**config.mk**
```make
export PLATFORM = sky130hd
export DESIGN_NAME = ternary_serializer
export DESIGN_NICKNAME = d
export VERILOG_FILES = /design/src/rtl/ternary_serializer.sv
export SDC_FILE = /design/constraint.sdc
export NUM_CORES = 1
export LEC_CHECK = 0
export ABC_AREA = 1
export CAP_MARGIN = 20
export CORE_MARGIN = 4
export CORE_UTILIZATION = 50
export DETAILED_ROUTE_END_ITERATION = 16
export MAX_ROUTING_LAYER = met4
export PLACE_DENSITY_LB_ADDON = 0.08
export SLEW_MARGIN = 20
export SYNTH_ARGS = -nofsm -noshare
export SYNTH_HDL_FRONTEND = slang
export SYNTH_SLANG_ARGS = --single-unit
```
**constraint.sdc**
```tcl
create_clock -name clk -period 3.58 [get_ports clk]
set_clock_uncertainty 0.15 [all_clocks]
set_input_delay 0.537 -clock clk [delete_from_list [all_inputs] [get_ports clk]]
set_output_delay 0.537 -clock clk [all_outputs]
set_load 0.02 [all_outputs]
```
**src/rtl/ternary_serializer.sv**
```systemverilog
// Binary-to-ternary serializer: one WIDTH-bit word in, NTRITS trits out (LSB trit first)
// on the two-wire (t0,t1) link with valid/ready on both sides.
module ternary_serializer #(
  parameter int WIDTH  = 8,
  parameter int NTRITS = 6
) (
  input  logic             clk,
  input  logic             reset,
  input  logic             in_valid,
  output logic             in_ready,
  input  logic [WIDTH-1:0] in_data,
  output logic             out_valid,
  input  logic             out_ready,
  output logic             out_t0,
  output logic             out_t1,
  output logic             out_last,
  output logic             out_ovf
);

  localparam int CNT_W = $clog2(NTRITS + 1);

  typedef enum logic {IDLE, SEND} state_t;

  state_t           state;
  logic [WIDTH-1:0] rem;
  logic [CNT_W-1:0] cnt;

  function automatic logic [1:0] mod3(input logic [WIDTH-1:0] x);
    return 2'(x % WIDTH'(3));
  endfunction

  function automatic logic [WIDTH-1:0] div3(input logic [WIDTH-1:0] x);
    return x / WIDTH'(3);
  endfunction

  // Returns {t1,t0} for a trit value 0..2; 2'b11 is never produced.
  function automatic logic [1:0] enc(input logic [1:0] v);
    return {v == 2'd2, v == 2'd1};
  endfunction

  assign in_ready  = (state == IDLE);
  assign out_valid = (state == SEND);

  // out_last/out_ovf are registered one step ahead: they describe the trit being loaded,
  // so "next cnt == NTRITS-1" is evaluated against the current cnt.
  always_ff @(posedge clk) begin
    if (reset) begin
      state    <= IDLE;
      out_t0   <= 1'b0;
      out_t1   <= 1'b0;
      out_last <= 1'b0;
      out_ovf  <= 1'b0;
      rem      <= '0;
      cnt      <= '0;
    end else begin
      unique case (state)
        IDLE: begin
          if (in_valid) begin
            {out_t1, out_t0} <= enc(mod3(in_data));
            rem              <= div3(in_data);
            cnt              <= '0;
            out_last         <= (NTRITS == 1);
            out_ovf          <= (NTRITS == 1) && (div3(in_data) != '0);
            state            <= SEND;
          end
        end
        SEND: begin
          if (out_ready) begin
            if (out_last) begin
              state    <= IDLE;
              out_t0   <= 1'b0;
              out_t1   <= 1'b0;
              out_last <= 1'b0;
              out_ovf  <= 1'b0;
            end else begin
              {out_t1, out_t0} <= enc(mod3(rem));
              rem              <= div3(rem);
              cnt              <= cnt + CNT_W'(1);
              out_last         <= (cnt == CNT_W'(NTRITS - 2));
              out_ovf          <= (cnt == CNT_W'(NTRITS - 2)) && (div3(rem) != '0);
            end
          end
        end
      endcase
    end
  end

endmodule

```
### After elaboration in Yosys (flattened, before gate mapping)

Cells that the tools add are included.

* $add $sub $neg: 1
* div/mod/pow operators: 4
* eq/ne operators: 8
* multiplexer cells: 27
* bitwise gates (word level): 1
* reduce and logical (&&, ||, !) cells: 4

Operator list (count)
* 8-bit 2-to-1 mux: 3
* 8-bit by 2-bit divider with 8-bit output, second input constant: 2
* 8-bit by 2-bit modulo with 8-bit output, second input constant: 2
* 8-bit case mux with 2 select lines: 1
* 1-bit 2-to-1 mux: 14
* 1-bit case mux with 2 select lines: 5
* 3-bit 2-to-1 mux: 3
* 8-bit nonzero test: 1
* 2-bit != test, second input constant: 3
* 3-bit case mux with 2 select lines: 1
* 2-bit by 1-bit equality test with 1-bit output, second input constant: 2
* 2-bit equality test, second input constant: 2
* 3-bit by 1-bit adder with 3-bit output, second input constant: 1
* 3-bit equality test, second input constant: 1
* 3-bit AND reduction: 1
* 2-bit AND reduction: 1
* 1-bit logical AND: 1
* 1-bit inverter: 1

* register bits: 16
* input bits: 12
* output and inout bits: 6
* word-level logic and storage cells: 52

### Depth between registers and ports, before layout

Gate-level depths: netlist of run 1.

* depth after elaboration: 6
* gate-level depth with buffers: 35
* gate-level depth less buffers: 35

### Worst setup path before layout of run 1

OpenSTA, ideal clock, no wires.

* path type: register to register
* start point: register rem[5]
* end point: register out_t1
* library setup time: 109 ps
* arrival: 3410 ps
* required time: 3321 ps
* path slack: -89 ps
* stages on the path, launching flop included: 32
* buffers on the path: 0
* period minus slack after synthesis: 3669 ps
* path through: dfxtp_1 > ha_1 > mux2i_1 > nand2_1 > nand3_1 > nand2_2 > o211ai_1 > inv_2 > nand3_1 > nand3_2 > nand3_4 > nand2_1 > nand2_1 > inv_1 > ha_1 > inv_1 > nand2_2 > nor3_1 > nor2_2 > ha_1 > a21oi_1 > nand2_1 > nor2_1 > nand2_1 > inv_2 > nand2_2 > nand2_1 > nand2_1 > nand3_1 > nand3_1 > nand2_1 > inv_1

* longest elaborated chain between the ends: 5

RTL lines
* start, declared: RTL line 25 `logic [WIDTH-1:0] rem;`
* start signal, assigned: RTL line 60 `rem <= div3(in_data);`
* start signal, assigned: RTL line 77 `rem <= div3(rem);`
* 8-bit by 2-bit modulo with 8-bit output: RTL line 29 `return 2'(x % WIDTH'(3));`
* 2-bit equality test: RTL line 38 `return {v == 2'd2, v == 2'd1};`
* 1-bit 2-to-1 mux: RTL line 69 `if (out_last) begin`
* 1-bit 2-to-1 mux: RTL line 68 `if (out_ready) begin`
* 1-bit case mux with 2 select lines: RTL line 56 `unique case (state)`
* end signal, assigned: RTL line 59 `{out_t1, out_t0} <= enc(mod3(in_data));`
* end signal, assigned: RTL line 76 `{out_t1, out_t0} <= enc(mod3(rem));`
* end, declared: RTL line 15 `output logic out_t1,`

Every way passes these cells. The select of a mux whose other input is x is not followed.
A chain may end at the register's enable or synchronous reset.

### Worst setup path in the final report of run 1

* start point: input port in_data[5]
* end point: register out_t0

* longest elaborated chain between the ends: 4

RTL lines
* start, declared: RTL line 11 `input logic [WIDTH-1:0] in_data,`
* 8-bit by 2-bit modulo with 8-bit output: RTL line 29
* 2-bit by 1-bit equality test with 1-bit output: RTL line 38
* 1-bit 2-to-1 mux: RTL line 58 `if (in_valid) begin`
* 1-bit case mux with 2 select lines: RTL line 56
* end signal, assigned: RTL line 59
* end signal, assigned: RTL line 76
* end, declared: RTL line 14 `output logic out_t0,`

Every way passes these cells. The select of a mux whose other input is x is not followed.

==> flow_summary.json, run 1 <==
{
  "grt_use_total": 0.2329,
  "cap_viol_max_count": 0,
  "finalCritPeriodShare": 1.067,
  "yosys_warnings": 0,
  "r2r_start": "rem[6]",
  "dp_hpwl_um": 3194,
  "worstReg2RegEnd": "rem[0]",
  "synthAdderAreaFrac": 0.05473,
  "drtPass1Iterations": 4,
  "die_h_um": 64.58,
  "fmax_mhz": 261.7,
  "cts_tree": "yes",
  "tightest_slew_ps": 353.1,
  "placed_area_um2": 2210,
  "cp_data_required_time_ps": 3660,
  "final_common_cell": "buf_4",
  "synth_compound_area_frac": 0.1517,
  "slew_headroom": 0.7621,
  "violations": "negative setup slack",
  "finalSetupViolCount": 4,
  "htree_levels": 1,
  "clock_path_buffers": 2,
  "grt_max_degree": 10,
  "numPortBuffers": 17,
  "slew_violations": 0,
  "fin_ws_ps": -241.0,
  "path_clk_slew_ps": 80,
  "stdcell_area_um2": 2761,
  "p_per_area_nw_per_um2": 382.9,
  "synth_area_leaders": "nand2_1 (21%), dfxtp_1 (19%), inv_1 (11%)",
  "core_area_um2": 3053,
  "cts_inserted_buffers": 3,
  "peakVddDrop_mv": 0.2447,
  "drt-initial-drc-count": 153,
  "synth-edff-count": 0,
  "critPathMaxFanout": 5,
  "nNetsFinal": 397,
  "min_delay_path_depth": 2,
  "die_w_um": 64.58,
  "min_from": "out_ovf",
  "dieArea_um2": 4170,
  "syn-num-nets": 299,
  "netlist.top_cell.by_area": "nand2_1",
  "crit_arrival_ps": 3900,
  "worstSetupStartpointType": "input pin",
  "status": "finished, violations left",
  "clock_insertion_delay_worst_skew_ps": 280,
  "ys_seq_area_frac": 0.1876,
  "end_kind": "flip-flop",
  "avgSynthCellArea_um2": 5.715,
  "num_vias": 2176,
  "grt_pass1_vias": 1998,
  "viasPerCell": 5.169,
  "dp_cells": 390,
  "drive_gt1_frac": 0.4483,
  "drt_wl_total_um": 5525,
  "ys.flop_type": "dfxtp_1",
  "nFillCells": 165,
  "finalHoldViolations": 0,
  "holdCritPathClass": "flip-flop to flip-flop",
  "wl_per_cell_um": 13.12,
  "final_cells": 421,
  "drt_drc_violations_left": 0,
  "yosysTopAreaCellShare": 0.2134,
  "synthMuxAreaShare": 0.006255,
  "area_delta_synth_final_pct": 72.56,
  "core.rowCount": 20,
  "clockRootBuffer": "clkbuf_4",
  "synth-xor-area-share": 0.01642,
  "cp_slowest_cell": "clkdlybuf4s15_1",
  "io_pins": 18,
  "netlist_area_um2": 1600,
  "holdPathEnd": "out_ovf",
  "yosys_register_bits": 15,
  "finalSetupTns_ps": -665.2,
  "rsz0062_at_grt": "true",
  "synthDistinctLibCells": 31,
  "async_flop_share": 0,
  "reg2regPathDepth": 33,
  "path_class": "input pin to flip-flop",
  "slowest_delay_ps": 220,
  "synth_top_family_by_area": "simple AND/OR/NAND/NOR gates",
  "initial_core_util": 0.5242,
  "antenna_found_initial": 0,
  "antennaDiodeCount": 0,
  "gp_congestion": 0.8385,
  "cts.sinks": 15,
  "period_minus_slack_ps": 3821,
  "final_cell_mix": "buf_4 (74), nand2_1 (73), inv_1 (38), nand2_2 (18), nand3_1 (16)",
  "synthSimpleGateAreaFrac": 0.4613,
  "grt_pass1_wl_um": 7838,
  "path_common_cell": "nand2_1",
  "r2r_slack_ps": -160,
  "antenna_left": 0,
  "regArea_um2": 306.5,
  "fin_util": 0.9045,
  "gr-total-overflow": 0,
  "syn_inst": 280,
  "multiInputGateArea_um2": 1425,
  "leakage_nw": 1.462
}
[worst max-delay path: cells and delay by family]
kind                     cells  cell delay [ps]
XOR/XNOR                     2              390
adder cells (fa/ha/maj)      2              330
AND/OR/NAND/NOR             19             1610
buffers and inverters        6              620
AO/OA/AOI/OAI                3              400
[stage by stage]
| step | setup WS, ps | total power [mW] | hold slack (ps) |
|---|---|---|---|
| 2_1_floorplan | 8.489 | 0.5251 | 304.2 |
| 4_1_cts | -58.03 | 0.8843 | 330.5 |
| 3_3_place_gp | -464.6 | 0.7144 | 316.0 |
| 3_5_place_dp | -659.6 | 0.7231 | 316.8 |
| 5_1_grt | -536.0 | 1.149 | 363.2 |
| 6_report | -241.0 | 1.057 | 338.4 |
[metal layers]
layer	track usage	share of wire
met5	-	0
met2	0.4446	0.55
met1	0.2524	0.40
met4	0.08971	0.023
met3	0.01040	0.024
[synth_stat cells (2+ instances only)]
master / n
o211ai_1: 3
o21ai_0: 11
dfxtp_1: 15
o21ai_2: 3
a31oi_1: 2
o21ai_1: 2
nand3_2: 3
o21bai_1: 2
nor2_2: 2
ha_1: 7
xor2_1: 3
nand3_1: 31
a21oi_2: 2
nand2_1: 91
inv_2: 5
nor2_1: 15
nand4_1: 3
inv_1: 46
nand2_2: 10
a21oi_1: 11
nor4_1: 2
o22ai_1: 2
[sequential cells by signal, indices dropped and copies added, names as in the netlist]
name       cells
rem            7
out_ovf        1
out_t0         1
out_last       1
out_valid      1
cnt            3
out_t1         1
[logic make-up after synthesis]
logic type / after synthesis
AOI/OAI and AO/OA: 40
xor gates and xnor gates: 3
adders and majority gates: 7
buffers and inverters: 52
DFF: 15
muxes: 1
and+or+nand+nor: 162
[worst max path at each step]
stage               startpoint     end  slack (ps)  cells past startpoint
floorplan           in_data[7]  out_t0           8                     32
global placement    in_data[6]  out_t1        -460                     32
detailed placement  in_data[6]  out_t1        -660                     32
CTS                     rem[5]  out_t0         -60                     33
global route        in_data[5]  out_t0        -540                     32
finish              in_data[5]  out_t0        -240                     32
[power by group]
group | internal [mW] | switching (mW) | total [mW]
sequential | 0.181 | 0.0132 | 0.194
clock | 0.0432 | 0.0520 | 0.0952
combinational | 0.361 | 0.407 | 0.768
total | 0.586 | 0.472 | 1.06
[area by class of cell]
| cell class | instances | share of cell area |
|---|---|---|
| tap | 44 | 0.01994 |
| multi-input combinational | 213 | 0.5161 |
| timing repair buffer | 94 | 0.2723 |
| inverter | 51 | 0.07114 |
| sequential | 15 | 0.1110 |
| clock buffer | 4 | 0.009515 |
[what timing repair did]
action / CTS / global route
endpoints found under the hold margin: 0 / 0
hold buffers: 0 / 0
endpoints found under the setup margin: 4 / 4
resized for setup: 29 / 59
pin swaps: 32 / 43
buffers inserted: 13 / 15
Power figures use the tool's default switching activity.
==> inputs of run 2 (changes only) <==
Settings changed: CORE_UTILIZATION 50 to 51, GPL_TIMING_DRIVEN set to 1.
==> flow_summary.json, run 2 <==
{
  "synth-edff-count": 0,
  "syn_inst": 280,
  "endpoint_type": "register data pin",
  "avgSynthCellArea_um2": 5.715,
  "ys.flop_type": "dfxtp_1",
  "cts.sinks": 15,
  "initial_core_util": 0.5285,
  "cts_inserted_buffers": 3,
  "placed_area_um2": 2225,
  "synth_area_leaders": "nand2_1 (21%), dfxtp_1 (19%), inv_1 (11%)",
  "grt_max_degree": 10,
  "async_flop_share": 0,
  "syn-num-nets": 299,
  "firstError": "[ERROR DPL-0038] Utilization greater than 100%, impossible to legalize",
  "netlist.top_cell.by_area": "nand2_1",
  "yosysMostFrequentCell": "nand2_1",
  "netlist_area_um2": 1600,
  "htree_levels": 1,
  "holdBufCountCts": 0,
  "dp_hpwl_um": 3191,
  "yosys_register_bits": 15,
  "core.rowCount": 20,
  "gp_congestion": 0.8520,
  "yosys_warnings": 0,
  "status": "did not finish",
  "stop_stage": "5_1_grt",
  "clockRootBuffer": "clkbuf_4",
  "die_w_um": 64.02,
  "synthDistinctLibCells": 31,
  "synth.top_cells.by_count": "nand2_1 (91), inv_1 (46), nand3_1 (31)",
  "ys_seq_area_frac": 0.1876,
  "numPortBuffers": 17,
  "yosysTopAreaCellShare": 0.2134,
  "die_h_um": 64.02,
  "clock_path_buffers": 2,
  "io_pins": 18,
  "crit_endpoint": "out_t0$_SDFFE_PP0P_/D"
}
[run 2: per-stage QoR]
| step | cells | worst slack, ps | hold WS (ps) | util | TNS [ps] |
|---|---|---|---|---|---|
| floorplan | 280 | 8.489 | 304.2 | - | 0 |
| global placement | 392 | -462.2 | 319.5 | 0.7347 | -1328 |
| detailed placement | 392 | -688.5 | 323.5 | 0.7347 | -1970 |
| CTS | 448 | -27.16 | 338.4 | 0.9041 | -27.16 |
[run 2: repair_timing]
item | 4_1_cts
gates resized for setup | 29
setup endpoints to repair | 4
pin swaps | 26
setup buffers | 52
[run 2: cells by family after synthesis]
group                      after synthesis  synth area share
muxes                                    1          0.006255
adders and majority gates                7           0.05473
buffers and inverters                   52            0.1220
DFF                                     15            0.1876
and+or+nand+nor                        162            0.4613
AOI/OAI and AO/OA                       40            0.1517
xor gates and xnor gates                 3           0.01642
==> inputs of run 3 (changes only) <==
Settings changed: CORE_UTILIZATION 51 to 40, MAX_ROUTING_LAYER met4 to not set, PLACE_DENSITY_LB_ADDON 0.08 to 0.15.
Clock period 3.58 ns to 4.65 ns, I/O delays scaled along.
==> flow_summary.json, run 3 (synthesized netlist as in run 1, its figures left out) <==
{
  "finalSetupTns_ps": 0,
  "grt_pass1_vias": 1627,
  "final_cell_mix": "nand2_1 (87), inv_1 (43), nand3_1 (31), nor2_1 (15)",
  "fin_ws_ps": 596.4,
  "cts.sinks": 15,
  "die_w_um": 71.25,
  "die_h_um": 71.25,
  "dp_worst_setup_slack_ps": 143.1,
  "drtPass1Iterations": 4,
  "end_kind": "flip-flop",
  "p_per_area_nw_per_um2": 306.2,
  "critPathMaxFanout": 6,
  "crit_arrival_ps": 4050,
  "peakVddDrop_mv": 0.1392,
  "clock_path_buffers": 2,
  "slew_headroom": 0.6231,
  "numPortBuffers": 17,
  "finalHoldViolations": 0,
  "rsz0062_at_grt": "false",
  "post_cts_resize_count": 0,
  "path_common_cell": "nand2_1",
  "worstSetupStartpointType": "flip-flop",
  "finalSetupViolCount": 0,
  "drt_drc_violations_left": 0,
  "placed_area_um2": 1834,
  "drt-initial-drc-count": 78,
  "io_pins": 18,
  "htree_levels": 1,
  "core.rowCount": 22,
  "viasPerCell": 4.917,
  "grt_use_total": 0.1502,
  "clockRootBuffer": "clkbuf_8",
  "tightest_slew_ps": 563.2,
  "slowest_delay_ps": 350,
  "antenna_found_initial": 0,
  "clock_insertion_delay_worst_skew_ps": 250,
  "finalCritPeriodShare": 0.8718,
  "cts_inserted_buffers": 3,
  "cts_tree": "yes",
  "period_minus_slack_ps": 4054,
  "gp_congestion": 0.8657,
  "largest_register": "rem",
  "total_power_mw": 0.5919,
  "fmax_mhz": 246.7,
  "cp_slowest_cell": "dfxtp_2",
  "grt_pass1_wl_um": 6561,
  "whs_ps": 335.4,
  "antenna_left": 0,
  "area_delta_synth_final_pct": 20.80,
  "holdCritPathClass": "flip-flop to flip-flop",
  "stdcell_area_um2": 1933,
  "cp_data_required_time_ps": 4650,
  "dieArea_um2": 5077,
  "wl_per_cell_um": 10.26,
  "initial_core_util": 0.4244,
  "nNetsFinal": 321,
  "gr-total-overflow": 0,
  "leakage_nw": 1.025,
  "core_area_um2": 3771,
  "status": "complete, no violations",
  "post_cts_buffers": 0,
  "grt_max_degree": 10,
  "path_class": "flip-flop to flip-flop",
  "slew_violations": 0,
  "antennaDiodeCount": 0,
  "drive_gt1_frac": 0.1528,
  "drt_wl_total_um": 3580,
  "top_regs": "rem (7), cnt (3)",
  "path_clk_slew_ps": 60,
  "final_common_cell": "nand2_1",
  "num_vias": 1716,
  "cap_viol_max_count": 0,
  "holdBufCountCts": 0,
  "largest_reg_flops": 7,
  "dp_hpwl_um": 2863
}
==> run 3: through the flow <==
| stage | std cells | util |
|---|---|---|
| 2_1_floorplan | 280 | - |
| 3_3_place_gp | 345 | 0.4864 |
| 3_5_place_dp | 345 | 0.4864 |
| 4_1_cts | 349 | 0.4983 |
| 5_1_grt | 349 | 0.5126 |
| 6_report | 349 | 0.5126 |
==> run 3: area by class of cell <==
cell class / instances / area, um^2
fillers: 397 / 1838
multi-input cells: 213 / 1149
flip-flops and latches: 15 / 302.8
inverters: 51 / 191.4
repair buffers: 18 / 185.2
well taps: 48 / 60.06
clock buffers: 4 / 45.04
==> run 3: worst paths after layout <==
kind                              start  endpoint  slack, ps  cells after the start
worst min register to register  out_ovf   out_ovf        340                      2
worst max register to register   rem[6]    out_t1        600                     32
worst min-delay path            out_ovf   out_ovf        340                      2
worst max-delay path             rem[6]    out_t1        600                     32
==> run 3: per-layer routing <==
metal / routed length [um] / track usage / up-vias / share of wire
met1: 1847 / 0.1993 / 746 / 0.52
met3: 64 / 0.01262 / 4 / 0.018
met5: 0 / 0 / - / 0
met2: 1621 / 0.2561 / 22 / 0.45
li1: - / - / 944 / -
met4: 46 / 0.04802 / 0 / 0.013
==> run 3: where the power goes <==
part	internal (mW)	switching, mW	total (mW)
Sequential	0.140	0.0136	0.153
Combinational	0.125	0.207	0.332
Clock	0.0607	0.0456	0.106
==> run 3: critical path, delay by kind of cell (launching register included) <==
family                     cells  cell delay, ps
AOI/OAI and AO/OA              2             200
adders and majority gates      3             680
buffers and inverters          6             390
DFF                            1             350
muxes                          1             190
and+or+nand+nor               20            1970
==> inputs of run 4 (changes only) <==
Settings changed: PLACE_DENSITY set to 0.62, PLACE_DENSITY_LB_ADDON 0.15 to not set.
==> flow_summary.json, run 4 (synthesized netlist as in run 1, its figures left out) <==
{
  "status": "complete, no violations",
  "drt_drc_violations_left": 0,
  "crit_arrival_ps": 4150,
  "grt_use_total": 0.1421,
  "leakage_nw": 1.016,
  "pwr-share-clk": 0.179,
  "finalSetupTns_ps": 0,
  "rsz0062_at_grt": "false",
  "pwr-share-comb": 0.557,
  "top_regs": "rem (7), cnt (3)",
  "largest_register": "rem",
  "core.rowCount": 22,
  "antenna_left": 0,
  "clock_insertion_delay_worst_skew_ps": 240,
  "die_h_um": 71.25,
  "drive_gt1_frac": 0.1325,
  "critPathMaxFanout": 4,
  "total_power_mw": 0.5767,
  "clock_path_buffers": 2,
  "cts_inserted_buffers": 3,
  "nNetsFinal": 322,
  "cp_data_required_time_ps": 4650,
  "intPower_mw": 0.3210,
  "worstSetupStartpointType": "input pin",
  "final_common_cell": "nand2_1",
  "p_sw_mw": 0.2557,
  "initial_core_util": 0.4244,
  "p_per_area_nw_per_um2": 301.9,
  "largest_reg_flops": 7,
  "end_kind": "flip-flop",
  "drt_wl_total_um": 3513,
  "holdCritPathClass": "flip-flop to flip-flop",
  "clockRootBuffer": "clkbuf_8",
  "final_cell_mix": "nand2_1 (89), inv_1 (44), nand3_1 (31)",
  "slew_headroom": 0.6353,
  "gp_congestion": 0.8569,
  "antennaDiodeCount": 0,
  "nFillCells": 408,
  "cap_viol_max_count": 0,
  "p_seq_frac": 0.265,
  "fmax_mhz": 240.8,
  "wl_per_cell_um": 10.04,
  "path_common_cell": "nand2_1",
  "io_pins": 18,
  "cts_tree": "yes",
  "grt_pass1_wl_um": 6113,
  "num_vias": 1728,
  "period_minus_slack_ps": 4153,
  "core_area_um2": 3771,
  "finalHoldViolations": 0,
  "finalSetupViolCount": 0,
  "dieArea_um2": 5077,
  "path_clk_slew_ps": 60,
  "switching_share": 0.4434,
  "dp_cells": 345,
  "drtPass1Iterations": 4,
  "cp_slowest_cell": "clkdlybuf4s50_1",
  "whs_ps": 332.0,
  "htree_levels": 1,
  "final_cells": 350,
  "numPortBuffers": 17,
  "slew_violations": 0,
  "tightest_slew_ps": 545.0,
  "grt_max_degree": 10,
  "drt-initial-drc-count": 84,
  "slowest_delay_ps": 520,
  "cts.sinks": 15,
  "peakVddDrop_mv": 0.1142,
  "die_w_um": 71.25,
  "area_delta_synth_final_pct": 19.39,
  "grt_pass1_vias": 1557,
  "viasPerCell": 4.937,
  "gr-total-overflow": 0,
  "finalCritPeriodShare": 0.8931,
  "antenna_found_initial": 0,
  "dp_hpwl_um": 2859,
  "path_class": "input pin to flip-flop"
}
==> run 4: power groups by stage <==
stage / combinational, mW / clock [mW] / sequential (mW)
3_3_place_gp: 0.316 / 0 / 0.156
4_1_cts: 0.319 / 0.105 / 0.153
6_report: 0.321 / 0.103 / 0.153
2_1_floorplan: 0.243 / 0 / 0.157
3_5_place_dp: 0.317 / 0 / 0.156
5_1_grt: 0.374 / 0.112 / 0.154
==> run 4: critical path: cells and delay by family <==
kind | cells | cell delay (ps)
buffers and inverters | 5 | 770
AOI/OAI and AO/OA | 3 | 350
xor gates and xnor gates | 2 | 310
and+or+nand+nor | 20 | 1650
adders and majority gates | 2 | 350
==> run 4: repair_timing <==
item,CTS,global route
hold endpoints to repair,0,0
buffers inserted,0,1
setup endpoints to repair,0,3
hold buffers,0,0
gates resized for setup,0,9
==> run 4: path summary, 6_finish.rpt <==
path | start | endpoint | slack (ps) | depth (start not counted)
max | in_data[5] | out_t1 | 500 | 32
min | cnt[1] | cnt[1] | 330 | 2
max reg2reg | rem[6] | out_t1 | 520 | 30
min reg2reg | cnt[1] | cnt[1] | 330 | 2
==> run 4: layout make-up <==
cell class                 instances  area [um^2]  share of cell area
inverter                          51        191.4              0.1002
timing repair buffer              19        190.2             0.09954
clock buffer                       4        45.04             0.02358
sequential                        15        300.3              0.1572
multi-input combinational        213         1124              0.5881
tap                               48        60.06             0.03143
==> run 4: metal layers <==
layer | global-route usage | vias up | share of wire
met2 | 0.2612 | 27 | 0.47
met1 | 0.1759 | 746 | 0.49
li1 | - | 950 | -
met4 | 0.03758 | 0 | 0.013
met5 | 0 | - | 0
met3 | 0.01262 | 5 | 0.026
==> run 4: stage by stage <==
| step | worst slack [ps] | area, um^2 | utilization |
|---|---|---|---|
| 4_1_cts | 361.5 | 1879 | 0.4983 |
| 6_report | 497.3 | 1911 | 0.5066 |
| 2_1_floorplan | 875.2 | 1600 | - |
| 3_3_place_gp | 189.0 | 1834 | 0.4864 |
| 3_5_place_dp | 113.8 | 1834 | 0.4864 |
| 5_1_grt | 18.59 | 1911 | 0.5066 |
